File: config.mk
export PLATFORM = sky130hd
export DESIGN_NAME = line_collision_monitor_flat
export DESIGN_NICKNAME = d
export VERILOG_FILES = /design/src/rtl/line_collision_monitor_pkg.sv /design/src/rtl/line_collision_monitor_if.sv /design/src/rtl/line_collision_monitor_frame_tick_counter.sv /design/src/rtl/line_collision_monitor.sv /design/src/flat_wrapper.sv
export SDC_FILE = /design/constraint.sdc
export NUM_CORES = 1
export LEC_CHECK = 0
export BUFFER_PORTS_ARGS = -buffer_cell sky130_fd_sc_hd__buf_2
export CAP_MARGIN = 20
export CORE_UTILIZATION = 30
export CTS_CLUSTER_SIZE = 12
export DETAILED_ROUTE_END_ITERATION = 6
export GPL_ROUTABILITY_DRIVEN = 0
export GPL_TIMING_DRIVEN = 0
export PLACE_DENSITY = 0.5
export SLEW_MARGIN = 20
export SYNTH_ARGS = -nofsm -noshare
export SYNTH_HDL_FRONTEND = slang
export SYNTH_SLANG_ARGS = --single-unit
File: constraint.sdc
create_clock -name clk -period 4 [get_ports clk]
set_input_delay 0.8 -clock clk [delete_from_list [all_inputs] [get_ports clk]]
set_output_delay 0.8 -clock clk [all_outputs]
set_load 0.05 [all_outputs]
File: src/rtl/line_collision_monitor_pkg.sv
// Shared game definitions: FSM state encoding, default frame timing and score width.
// Also holds the saturating score increment used by the collision monitor.
package line_collision_monitor_pkg;

    localparam int SCORE_W            = 8;
    localparam int FLASH_FRAMES_DEF   = 16;
    localparam int FRAMES_PER_SEC_DEF = 60;

    localparam logic [1:0] ST_IDLE = 2'd0;
    localparam logic [1:0] ST_RUN  = 2'd1;
    localparam logic [1:0] ST_HIT  = 2'd2;

    localparam logic [SCORE_W-1:0] SCORE_MAX = '1;

    function automatic logic [SCORE_W-1:0] score_inc(input logic [SCORE_W-1:0] s);
        return (s == SCORE_MAX) ? s : s + 1'b1;
    endfunction

endpackage

File: src/rtl/line_collision_monitor_if.sv
// Pixel/frame inputs and game-status outputs of the collision monitor.
// master drives the pixel stream and control pulses; slave is the monitor.
interface line_collision_monitor_if #(
    parameter int NUM_LINES = 5
);
    import line_collision_monitor_pkg::*;

    logic                 frame;
    logic                 start_machine;
    logic [NUM_LINES-1:0] line_px;
    logic                 player_px;
    logic                 stop;
    logic                 flash;
    logic                 load_counter;
    logic                 game_over;
    logic [SCORE_W-1:0]   score;

    modport master (
        output frame, start_machine, line_px, player_px,
        input  stop, flash, load_counter, game_over, score
    );

    modport slave (
        input  frame, start_machine, line_px, player_px,
        output stop, flash, load_counter, game_over, score
    );

endinterface

File: src/rtl/line_collision_monitor_frame_tick_counter.sv
// Modulo-N counter of frame pulses; wrap is high in the cycle a tick takes it from N-1 back to 0.
// clear has priority over tick.
module frame_tick_counter #(
    parameter int N = 60
) (
    input  logic clk,
    input  logic reset,
    input  logic clear,
    input  logic tick,
    output logic wrap
);
    localparam int W = (N > 1) ? $clog2(N) : 1;
    localparam logic [W-1:0] LAST = W'(N - 1);

    logic [W-1:0] count;

    assign wrap = tick && !clear && (count == LAST);

    always_ff @(posedge clk or posedge reset) begin
        if (reset) begin
            count <= '0;
        end else if (clear) begin
            count <= '0;
        end else if (tick) begin
            count <= (count == LAST) ? '0 : count + 1'b1;
        end
    end

endmodule

File: src/rtl/line_collision_monitor.sv
// Game sequencer: watches player/line pixel overlap, scores seconds survived,
// and flashes the frozen lines after a collision.
module line_collision_monitor
    import line_collision_monitor_pkg::*;
#(
    parameter int NUM_LINES      = 5,
    parameter int FLASH_FRAMES   = FLASH_FRAMES_DEF,
    parameter int FRAMES_PER_SEC = FRAMES_PER_SEC_DEF
) (
    input logic                     clk,
    input logic                     reset,
    line_collision_monitor_if.slave bus
);
    // state | meaning
    // IDLE  | waiting for first start; lines frozen, counters loading
    // RUN   | lines moving, overlap watched, score counting seconds
    // HIT   | collision latched; lines frozen and flashing, score frozen

    logic [1:0]           state;
    logic                 hit_pending;
    logic [NUM_LINES-1:0] line_px;
    logic                 overlap;
    logic                 start_accept;
    logic                 go_hit;
    logic                 sec_tick;
    logic                 sec_wrap;
    logic                 flash_clear;
    logic                 flash_tick;
    logic                 flash_wrap;

    logic                 stop_q;
    logic                 flash_q;
    logic                 load_q;
    logic                 game_over_q;
    logic [SCORE_W-1:0]   score_q;

    assign line_px = bus.line_px;
    assign overlap = bus.player_px & (|line_px);

    always_comb begin
        start_accept = bus.start_machine && (state != ST_RUN);
        // An overlap in the frame cycle itself still counts for the frame ending now.
        go_hit       = (state == ST_RUN) && bus.frame && (hit_pending || overlap);
        sec_tick     = (state == ST_RUN) && bus.frame && !go_hit;
        flash_clear  = start_accept || go_hit;
        flash_tick   = (state == ST_HIT) && bus.frame && !bus.start_machine;
    end

    frame_tick_counter #(.N(FRAMES_PER_SEC)) u_sec_counter (
        .clk   (clk),
        .reset (reset),
        .clear (start_accept),
        .tick  (sec_tick),
        .wrap  (sec_wrap)
    );

    frame_tick_counter #(.N(FLASH_FRAMES)) u_flash_counter (
        .clk   (clk),
        .reset (reset),
        .clear (flash_clear),
        .tick  (flash_tick),
        .wrap  (flash_wrap)
    );

    always_ff @(posedge clk or posedge reset) begin
        if (reset) begin
            state       <= ST_IDLE;
            hit_pending <= 1'b0;
            stop_q      <= 1'b0;
            flash_q     <= 1'b1;
            load_q      <= 1'b1;
            game_over_q <= 1'b0;
            score_q     <= '0;
        end else begin
            case (state)
                ST_IDLE, ST_HIT: begin
                    if (start_accept) begin
                        state       <= ST_RUN;
                        hit_pending <= 1'b0;
                        stop_q      <= 1'b1;
                        flash_q     <= 1'b1;
                        load_q      <= 1'b1;
                        game_over_q <= 1'b0;
                        score_q     <= '0;
                    end else if (flash_wrap) begin
                        flash_q <= ~flash_q;
                    end
                end
                ST_RUN: begin
                    if (bus.frame) begin
                        hit_pending <= 1'b0;
                        load_q      <= 1'b0;
                        if (go_hit) begin
                            state       <= ST_HIT;
                            stop_q      <= 1'b0;
                            flash_q     <= 1'b0;
                            game_over_q <= 1'b1;
                        end else if (sec_wrap) begin
                            score_q <= score_inc(score_q);
                        end
                    end else begin
                        hit_pending <= hit_pending | overlap;
                    end
                end
                default: begin
                    state       <= ST_IDLE;
                    hit_pending <= 1'b0;
                    stop_q      <= 1'b0;
                    flash_q     <= 1'b1;
                    load_q      <= 1'b1;
                    game_over_q <= 1'b0;
                end
            endcase
        end
    end

    assign bus.stop         = stop_q;
    assign bus.flash        = flash_q;
    assign bus.load_counter = load_q;
    assign bus.game_over    = game_over_q;
    assign bus.score        = score_q;

endmodule

File: src/flat_wrapper.sv
// flat-port wrapper written by rule: the top's interface ports become plain ports
module line_collision_monitor_flat import line_collision_monitor_pkg::*;
#(
    parameter int NUM_LINES      = 5,
    parameter int FLASH_FRAMES   = FLASH_FRAMES_DEF,
    parameter int FRAMES_PER_SEC = FRAMES_PER_SEC_DEF
)
  (clk, reset, bus_frame, bus_start_machine, bus_line_px, bus_player_px, bus_stop, bus_flash, bus_load_counter, bus_game_over, bus_score);
  line_collision_monitor_if #(.NUM_LINES(NUM_LINES)) bus_i ();
  input logic clk;
  input logic reset;
  input wire logic [$bits(bus_i.frame)-1:0] bus_frame;
  input wire logic [$bits(bus_i.start_machine)-1:0] bus_start_machine;
  input wire logic [$bits(bus_i.line_px)-1:0] bus_line_px;
  input wire logic [$bits(bus_i.player_px)-1:0] bus_player_px;
  output wire logic [$bits(bus_i.stop)-1:0] bus_stop;
  output wire logic [$bits(bus_i.flash)-1:0] bus_flash;
  output wire logic [$bits(bus_i.load_counter)-1:0] bus_load_counter;
  output wire logic [$bits(bus_i.game_over)-1:0] bus_game_over;
  output wire logic [$bits(bus_i.score)-1:0] bus_score;
  assign bus_i.frame = bus_frame;
  assign bus_i.start_machine = bus_start_machine;
  assign bus_i.line_px = bus_line_px;
  assign bus_i.player_px = bus_player_px;
  assign bus_stop = bus_i.stop;
  assign bus_flash = bus_i.flash;
  assign bus_load_counter = bus_i.load_counter;
  assign bus_game_over = bus_i.game_over;
  assign bus_score = bus_i.score;
  line_collision_monitor #(.NUM_LINES(NUM_LINES), .FLASH_FRAMES(FLASH_FRAMES), .FRAMES_PER_SEC(FRAMES_PER_SEC)) u_core (.clk(clk), .reset(reset), .bus(bus_i));
endmodule
==> metrics.txt, run 1 <==
status complete, no violations; vias in the first global route 1133; total CTS buffers 3; post-synthesis cell type count 44; setup violators final 0; Vias 1216; flops & latches, synth 24; DP Worst Slack 1.27 ns; prevailing post-synth register cell dfrtp_1; clk buf depth 2; slew margin rel. 45.3%; post-route total power 0.959 mW; Compound-Gate Fraction of Synth Area 22.9%; EDFF count, synth 0; FF-to-FF Start u_core.u_sec_counter.count[0]$_DFFE_PP0P_; final WL 3.20 mm; Peak VDD IR 0.000305 V; die width 70.0 µm; Pre-Repair DR Iteration Count 4; dpl cells 222; largest family of logic cells by synthesized area simple AND/OR/NAND/NOR gates; Startpoint Class primary input; Static Leak 0.747 nW; post-cts resize count 0; Starting DRT DRC Count 58; Syn-to-layout area delta 19.4%; DR WL/cell 14.1 µm; Synth Area in XOR/XNOR 1.26%; top-area cell type share of the netlist area 39.7%; post-route cell area 1660 µm²; Power Dens Cells 579 nW/µm²; share of post-route cells with drive strength above 1 21.1%; Seq/Total Area, Yosys 43.5%; fmax 410 MHz; fin util 37.5%; hold_buf cts 0; port bufs 21; fill count 448; GRT Residual Overflow 0; Ports 22; FF-to-FF End u_core.bus.score[4]$_DFFE_PP0P_; synthesized area per cell 9.31 µm²; die height 70.0 µm; post-synthesis mux area share 0.721%; combinational share of power 41.9%; net switching power 0.417 mW; FF-to-FF path depth 6; initial antenna violation count 0; first-pass GRT wire length 5.45 mm; Die Area 4900 µm²; Max Cap Violations 0; FP Rows 24; postcts setup bufs 0; Final Critical Period 2.44 ns; clk root buf clkbuf_8; CTS tree done; Pins Over Slew Limit 0; effective utilization at floorplan 31.4%; type of the worst min-delay path register to register; Post-Syn Nets 162; fin nets 189; Yosys top cell by area dfrtp_1; Reg clk slew, reported paths 0.10 ns; setup slack after layout 1.56 ns; worst reg2reg setup slack 1.66 ns; CTS Sinks 24; Worst-Skew Late Latency 0.27 ns; critical path endpoint u_core.bus.score[4]$_DFFE_PP0P_; RSZ-0062 raised after global routing false; most frequent cells in the layout buf_2, dfrtp_1, nand2_1; CP Class primary input to register; Tightest Pin Transition 0.814 ns; dominant cells by area after synthesis dfrtp_1, nand2_1, dfstp_2, a21oi_1, nor2_1; final std cells w/o fill 227; Adder-Cell Fraction of Synth Area 2.71%; Layout Skew 0.00897 ns; switching share of power 43.5%; Mapped Area 1390 µm²; Synth async-reset ratio 100%; Final Hold Vio Count 0; DP Wirelength 2.28 mm; n_diodes 0; share of power burned in registers 35.3%; launch point of the worst path bus_line_px[2]; final period utilization 60.9%; CP required 4.20 ns; largest net degree at the start of global routing 25; ANT nets after route 0; Cells after Synth 149; Internal 0.542 mW; Placed Area 1560 µm²; setup_tns 0 ns; Remaining DRCs 0; worst hold slack 0.489 ns; CP endpoint kind register; crit path DAT 2.64 ns; Clock Power Share 22.8%; Ys Warns 0; crit-path max FO 8; core area 4410 µm²; vias per cell 5.36; simple-gate share of the synthesized area 27.8%; GRT Total Usage 13.8%; htree depth 1
-- cells in the mapped netlist, types with 2 or more instances --
cell type  instances
xor2_1             2
or4b_1             2
dfstp_2            2
nor3_1             2
nand3_1            8
ha_1               3
o21ai_0            9
and2_1             2
a21o_1             4
nand2_1           20
or4_1              3
nor2_1            13
nand4_1            3
dfrtp_1           22
nand4b_1           3
o41ai_1            2
clkbuf_1           2
o31ai_1            5
a21oi_1           10
nor2b_1            5
and3_1             2
o211ai_1           3
-- cell families (layout without fill, tap and decap cells) --
family | count (synthesis) | count (layout)
simple gates | 72 | 72
compound gates | 43 | 43
flops | 24 | 24
buf+inv | 4 | 30
fa+ha+maj | 3 | 3
xor+xnor | 2 | 2
mux | 1 | 1
-- flip-flops by register name, summed over array words and instances (netlist names) --
name	flops
u_core.bus.load_counter	1
u_core.bus.game_over	1
u_core.u_sec_counter.count	6
u_core.bus.score	8
u_core.bus.flash	1
u_core.state	1
u_core.bus.stop	1
u_core.u_flash_counter.count	4
u_core.hit_pending	1
-- layout make-up --
class	count	area (µm²)	area share, %
buffer	3	12.5	0.755
clock buffer	3	41.3	2.49
clock inverter	1	30.0	1.81
inverter	1	3.75	0.227
multi-input combinational	121	768	46.4
sequential	24	603	36.4
tap	52	65.1	3.93
timing repair buffer	22	133	8.01
-- critical path: stages --
cell and delay (ns):
buf_2 0.12, or4b_1 0.50, o221ai_1 0.37, nand2_2 0.20, or4_1 0.50, a21oi_1 0.15
-- per-layer routing --
metal	GRT usage, %	up-vias	part of all wire, %
met5	0	-	0
li1	-	616	-
met4	4.44	0	0.53
met2	22.0	29	44
met1	19.0	569	51
met3	2.31	2	3.9
-- how the worst min path moves through the flow --
stage	cells after the start	endpoint	startpoint	slack (ns)
finish	2	u_core.bus.load_counter$_DFFE_PP1P_	u_core.bus.load_counter$_DFFE_PP1P_	0.49
global route	2	u_core.u_flash_counter.count[2]$_DFFE_PP0P_	reset	0.53
CTS	2	u_core.bus.load_counter$_DFFE_PP1P_	u_core.bus.load_counter$_DFFE_PP1P_	0.49
detailed placement	2	u_core.bus.load_counter$_DFFE_PP1P_	u_core.bus.load_counter$_DFFE_PP1P_	0.48
global placement	2	u_core.bus.load_counter$_DFFE_PP1P_	u_core.bus.load_counter$_DFFE_PP1P_	0.48
floorplan	1	u_core.u_sec_counter.count[5]$_DFFE_PP0P_	u_core.u_sec_counter.count[5]$_DFFE_PP0P_	0.47
-- power by group through the flow --
stage                     Combinational (mW)  Sequential, mW  Clock, mW
after floorplan                        0.215           0.420          0
after CTS                              0.402           0.338      0.223
after global routing                   0.438           0.350      0.237
after detailed placement               0.401           0.342          0
final                                  0.402           0.339      0.219
after global placement                 0.393           0.340          0
No activity file was read; power rests on OpenSTA's default activity.
==> inputs of run 2 (changes only) <==
--- a/config.mk
+++ b/config.mk
@@ -5,6 +5,7 @@
 export SDC_FILE = /design/constraint.sdc
 export NUM_CORES = 1
 export LEC_CHECK = 0
+export ABC_AREA = 1
 export BUFFER_PORTS_ARGS = -buffer_cell sky130_fd_sc_hd__buf_2
 export CAP_MARGIN = 20
 export CORE_UTILIZATION = 30
@@ -12,7 +13,7 @@
 export DETAILED_ROUTE_END_ITERATION = 6
 export GPL_ROUTABILITY_DRIVEN = 0
 export GPL_TIMING_DRIVEN = 0
-export PLACE_DENSITY = 0.5
+export PLACE_DENSITY = 0.51
 export SLEW_MARGIN = 20
 export SYNTH_ARGS = -nofsm -noshare
 export SYNTH_HDL_FRONTEND = slang
==> constraint.sdc (replaced) <==
create_clock -name clk -period 2 [get_ports clk]
set_input_delay 0.4 -clock clk [delete_from_list [all_inputs] [get_ports clk]]
set_output_delay 0.4 -clock clk [all_outputs]
set_load 0.05 [all_outputs]
==> run 2 against run 1 <==
Against the previous run:
- core utilization down 0.28 points
- non-clock buffer count down 3
- critical path type is now register to register
- flip-flop and latch count unchanged
- synthesized cell count up 32%
- total power up 98%
- design area up 1.3%
- highest routed layer unchanged
- largest power group unchanged
==> metrics.txt, run 2 <==
status complete, no violations; fmax 639 MHz; top-area cell type share of the netlist area 37.9% (-1.8 points); vias per cell 4.58 (-15%); Crit path largest cell delay 0.39 ns (-0.11 ns); max reg flops 8 (unchanged); dominant cells by area after synthesis dfrtp_1, nand2_1, nand3_1, inv_1, nor2_1; Cells after Synth 197 (+32%); Remaining DRCs 0 (unchanged); FP Rows 24 (unchanged); crit path cell chain ha_1 -> nand3_1 -> nor2_4 -> nand4_2 -> nand2_4 -> nand3_4 -> nand2_1 -> nand2_1; CP Class register to register; Syn-to-layout area delta 15.5%; Ports 22 (unchanged); Pins Over Slew Limit 0 (unchanged); Pre-Repair DR Iteration Count 4 (unchanged); n_diodes 0 (unchanged); final period utilization 78.3%; CP endpoint kind register; Starting DRT DRC Count 103 (+78%); type of the worst min-delay path primary input to asynchronous set/reset pin; htree depth 1 (unchanged); flops & latches, synth 24 (unchanged); share of post-route cells with drive strength above 1 20.7% (-0.42 points); Post-Syn Nets 210 (+30%); CP required 2.18 ns (-2.02 ns); clk buf depth 2 (unchanged); initial antenna violation count 0 (unchanged); die height 71.6 µm (+2.2%); CP Buf/Inv Count 0 (-1); vias in the first global route 1151 (+1.6%); crit path DAT 1.74 ns (-0.90 ns); setup violators final 0 (unchanged); CP max-delay cell dfrtp_1; leading cell types by count after synthesis nand2_1, dfrtp_1, inv_1; post-synthesis cell type count 26 (-41%); port bufs 21 (unchanged); prevailing post-synth register cell dfrtp_1; core area 4500 µm² (+2.0%); clk root buf clkbuf_8; Static Leak 0.928 nW (+24%); largest net degree at the start of global routing 25 (unchanged); Startpoint Class register; met3 GRT Util 3.23% (+0.93 points); crit-path max FO 9 (+1); DP Worst Slack 0.416 ns (-0.857 ns); Seq/Total Area, Yosys 41.5% (-1.9 points); combinational share of power 45.2% (+3.3 points); Layout Skew 0.00848 ns (-0.000490 ns); Crit path top cell by count nand2_1; net switching power 0.898 mW (+120%); Final Hold Vio Count 0 (unchanged); CTS tree done; Worst path top cell family by delay simple AND/OR/NAND/NOR gates; Synth async-reset ratio 100% (unchanged); Worst-Skew Late Latency 0.27 ns (about the same); DP Wirelength 2.22 mm (-2.4%); DR WL/cell 11.2 µm (-21%); Final Critical Period 1.57 ns; effective utilization at floorplan 32.2% (+0.82 points); slew margin rel. 41.3% (-4.0 points); ANT nets after route 0 (unchanged); Yosys top cell by area dfrtp_1; fin nets 236 (+25%); final WL 3.07 mm (-4.1%); postcts setup bufs 0 (unchanged); Reg clk slew, reported paths 0.10 ns (about the same); GRT Total Usage 13.2% (-0.63 points); Mapped Area 1450 µm² (+4.7%); Vias 1254 (+3.1%); GR met2 Demand/Resource 20.8% (-1.2 points); Tightest Pin Transition 0.876 ns (+0.0614 ns); Internal 0.999 mW (+84%); setup slack after layout 0.434 ns (-1.13 ns); most common cell after layout, fill and taps aside nand2_1; hold_buf cts 0 (unchanged); first-pass GRT wire length 5.38 mm (-1.4%); fill count 491 (+9.6%); GRT busiest layer met2; EDFF count, synth 0 (unchanged); RSZ-0062 raised after global routing false; setup_tns 0 ns (unchanged); GR Util met1 18.4% (-0.60 points); die width 71.6 µm (+2.2%); total CTS buffers 3 (unchanged); Ys Warns 0 (unchanged); Max Cap Violations 0 (unchanged); Die Area 5120 µm² (+4.5%); most frequent cells in the layout nand2_1, buf_2, dfrtp_1; synthesized area per cell 7.37 µm² (-21%); Power Dens Cells 1130 nW/µm² (+95%); switching share of power 47.3% (+3.9 points); GRT Residual Overflow 0 (unchanged); share of power burned in registers 36.7% (+1.4 points); Peak VDD IR 0.000697 V (+130%); CTS Sinks 24 (unchanged); Clock Power Share 18.2% (-4.6 points); most frequent cell after synthesis nand2_1; post-cts resize count 0 (unchanged)
-- run 2: power groups by stage --
| stage | clock network, mW | logic (mW) | registers [mW] |
|---|---|---|---|
| global placement | 0 | 0.864 | 0.704 |
| detailed placement | 0 | 0.865 | 0.705 |
| floorplan | 0 | 0.486 | 0.887 |
| CTS | 0.358 | 0.870 | 0.696 |
| global route | 0.371 | 0.956 | 0.714 |
| finish | 0.344 | 0.857 | 0.695 |
-- run 2: cell type report --
| cell class | count | area, µm² | area share, % |
|---|---|---|---|
| Multi-Input combinational cell | 148 | 754 | 45.0 |
| Buffer | 1 | 5.00 | 0.298 |
| Tap cell | 52 | 65.1 | 3.88 |
| Inverter | 24 | 90.1 | 5.37 |
| Sequential cell | 24 | 603 | 35.9 |
| Clock buffer | 4 | 55.1 | 3.28 |
| Timing Repair Buffer | 21 | 105 | 6.26 |
-- run 2: path summary, 6_finish.rpt --
path,slack [ns],start,cells past startpoint,endpoint
setup reg to reg,0.43,u_core.u_sec_counter.count[0]$_DFFE_PP0P_,8,u_core.bus.score[3]$_DFFE_PP0P_
min in group clk,0.45,bus_start_machine,3,u_core.state[0]$_DFFE_PP0P_
max in group asynchronous,1.40,reset,2,u_core.hit_pending$_DFFE_PP0P_
hold / removal,0.19,reset,2,u_core.u_sec_counter.count[2]$_DFFE_PP0P_
hold reg to reg,0.48,u_core.bus.stop$_DFFE_PP0P_,2,u_core.bus.stop$_DFFE_PP0P_
setup / recovery,0.43,u_core.u_sec_counter.count[0]$_DFFE_PP0P_,8,u_core.bus.score[3]$_DFFE_PP0P_
-- run 2: logic make-up after synthesis --
| family | Yosys count | share of synthesized area, % |
|---|---|---|
| AOI/OAI and AO/OA | 8 | 2.93 |
| xor gates and xnor gates | 7 | 4.22 |
| adders and majority gates | 3 | 2.58 |
| buffers and inverters | 25 | 6.55 |
| DFF | 24 | 41.5 |
| and+or+nand+nor | 130 | 42.2 |
-- run 2: metal layers --
metal / vias up / routed length (µm)
met5: - / 0
met3: 2 / 103
met4: 0 / 17
li1: 674 / -
met2: 17 / 1360
met1: 561 / 1590
-- run 2: metrics by stage --
| step | hold slack [ns] | util, % | cells | area [µm²] | power (mW) |
|---|---|---|---|---|---|
| final | 0.186 | 37.3 | 274 | 1680 | 1.90 |
| after global routing | 0.266 | 37.3 | 274 | 1680 | 2.04 |
| after CTS | 0.376 | 37.3 | 274 | 1680 | 1.92 |
| after detailed placement | 0.465 | 36.0 | 270 | 1620 | 1.57 |
| after global placement | 0.469 | 36.0 | 270 | 1620 | 1.57 |
| after floorplan | 0.413 | - | 197 | 1450 | 1.37 |
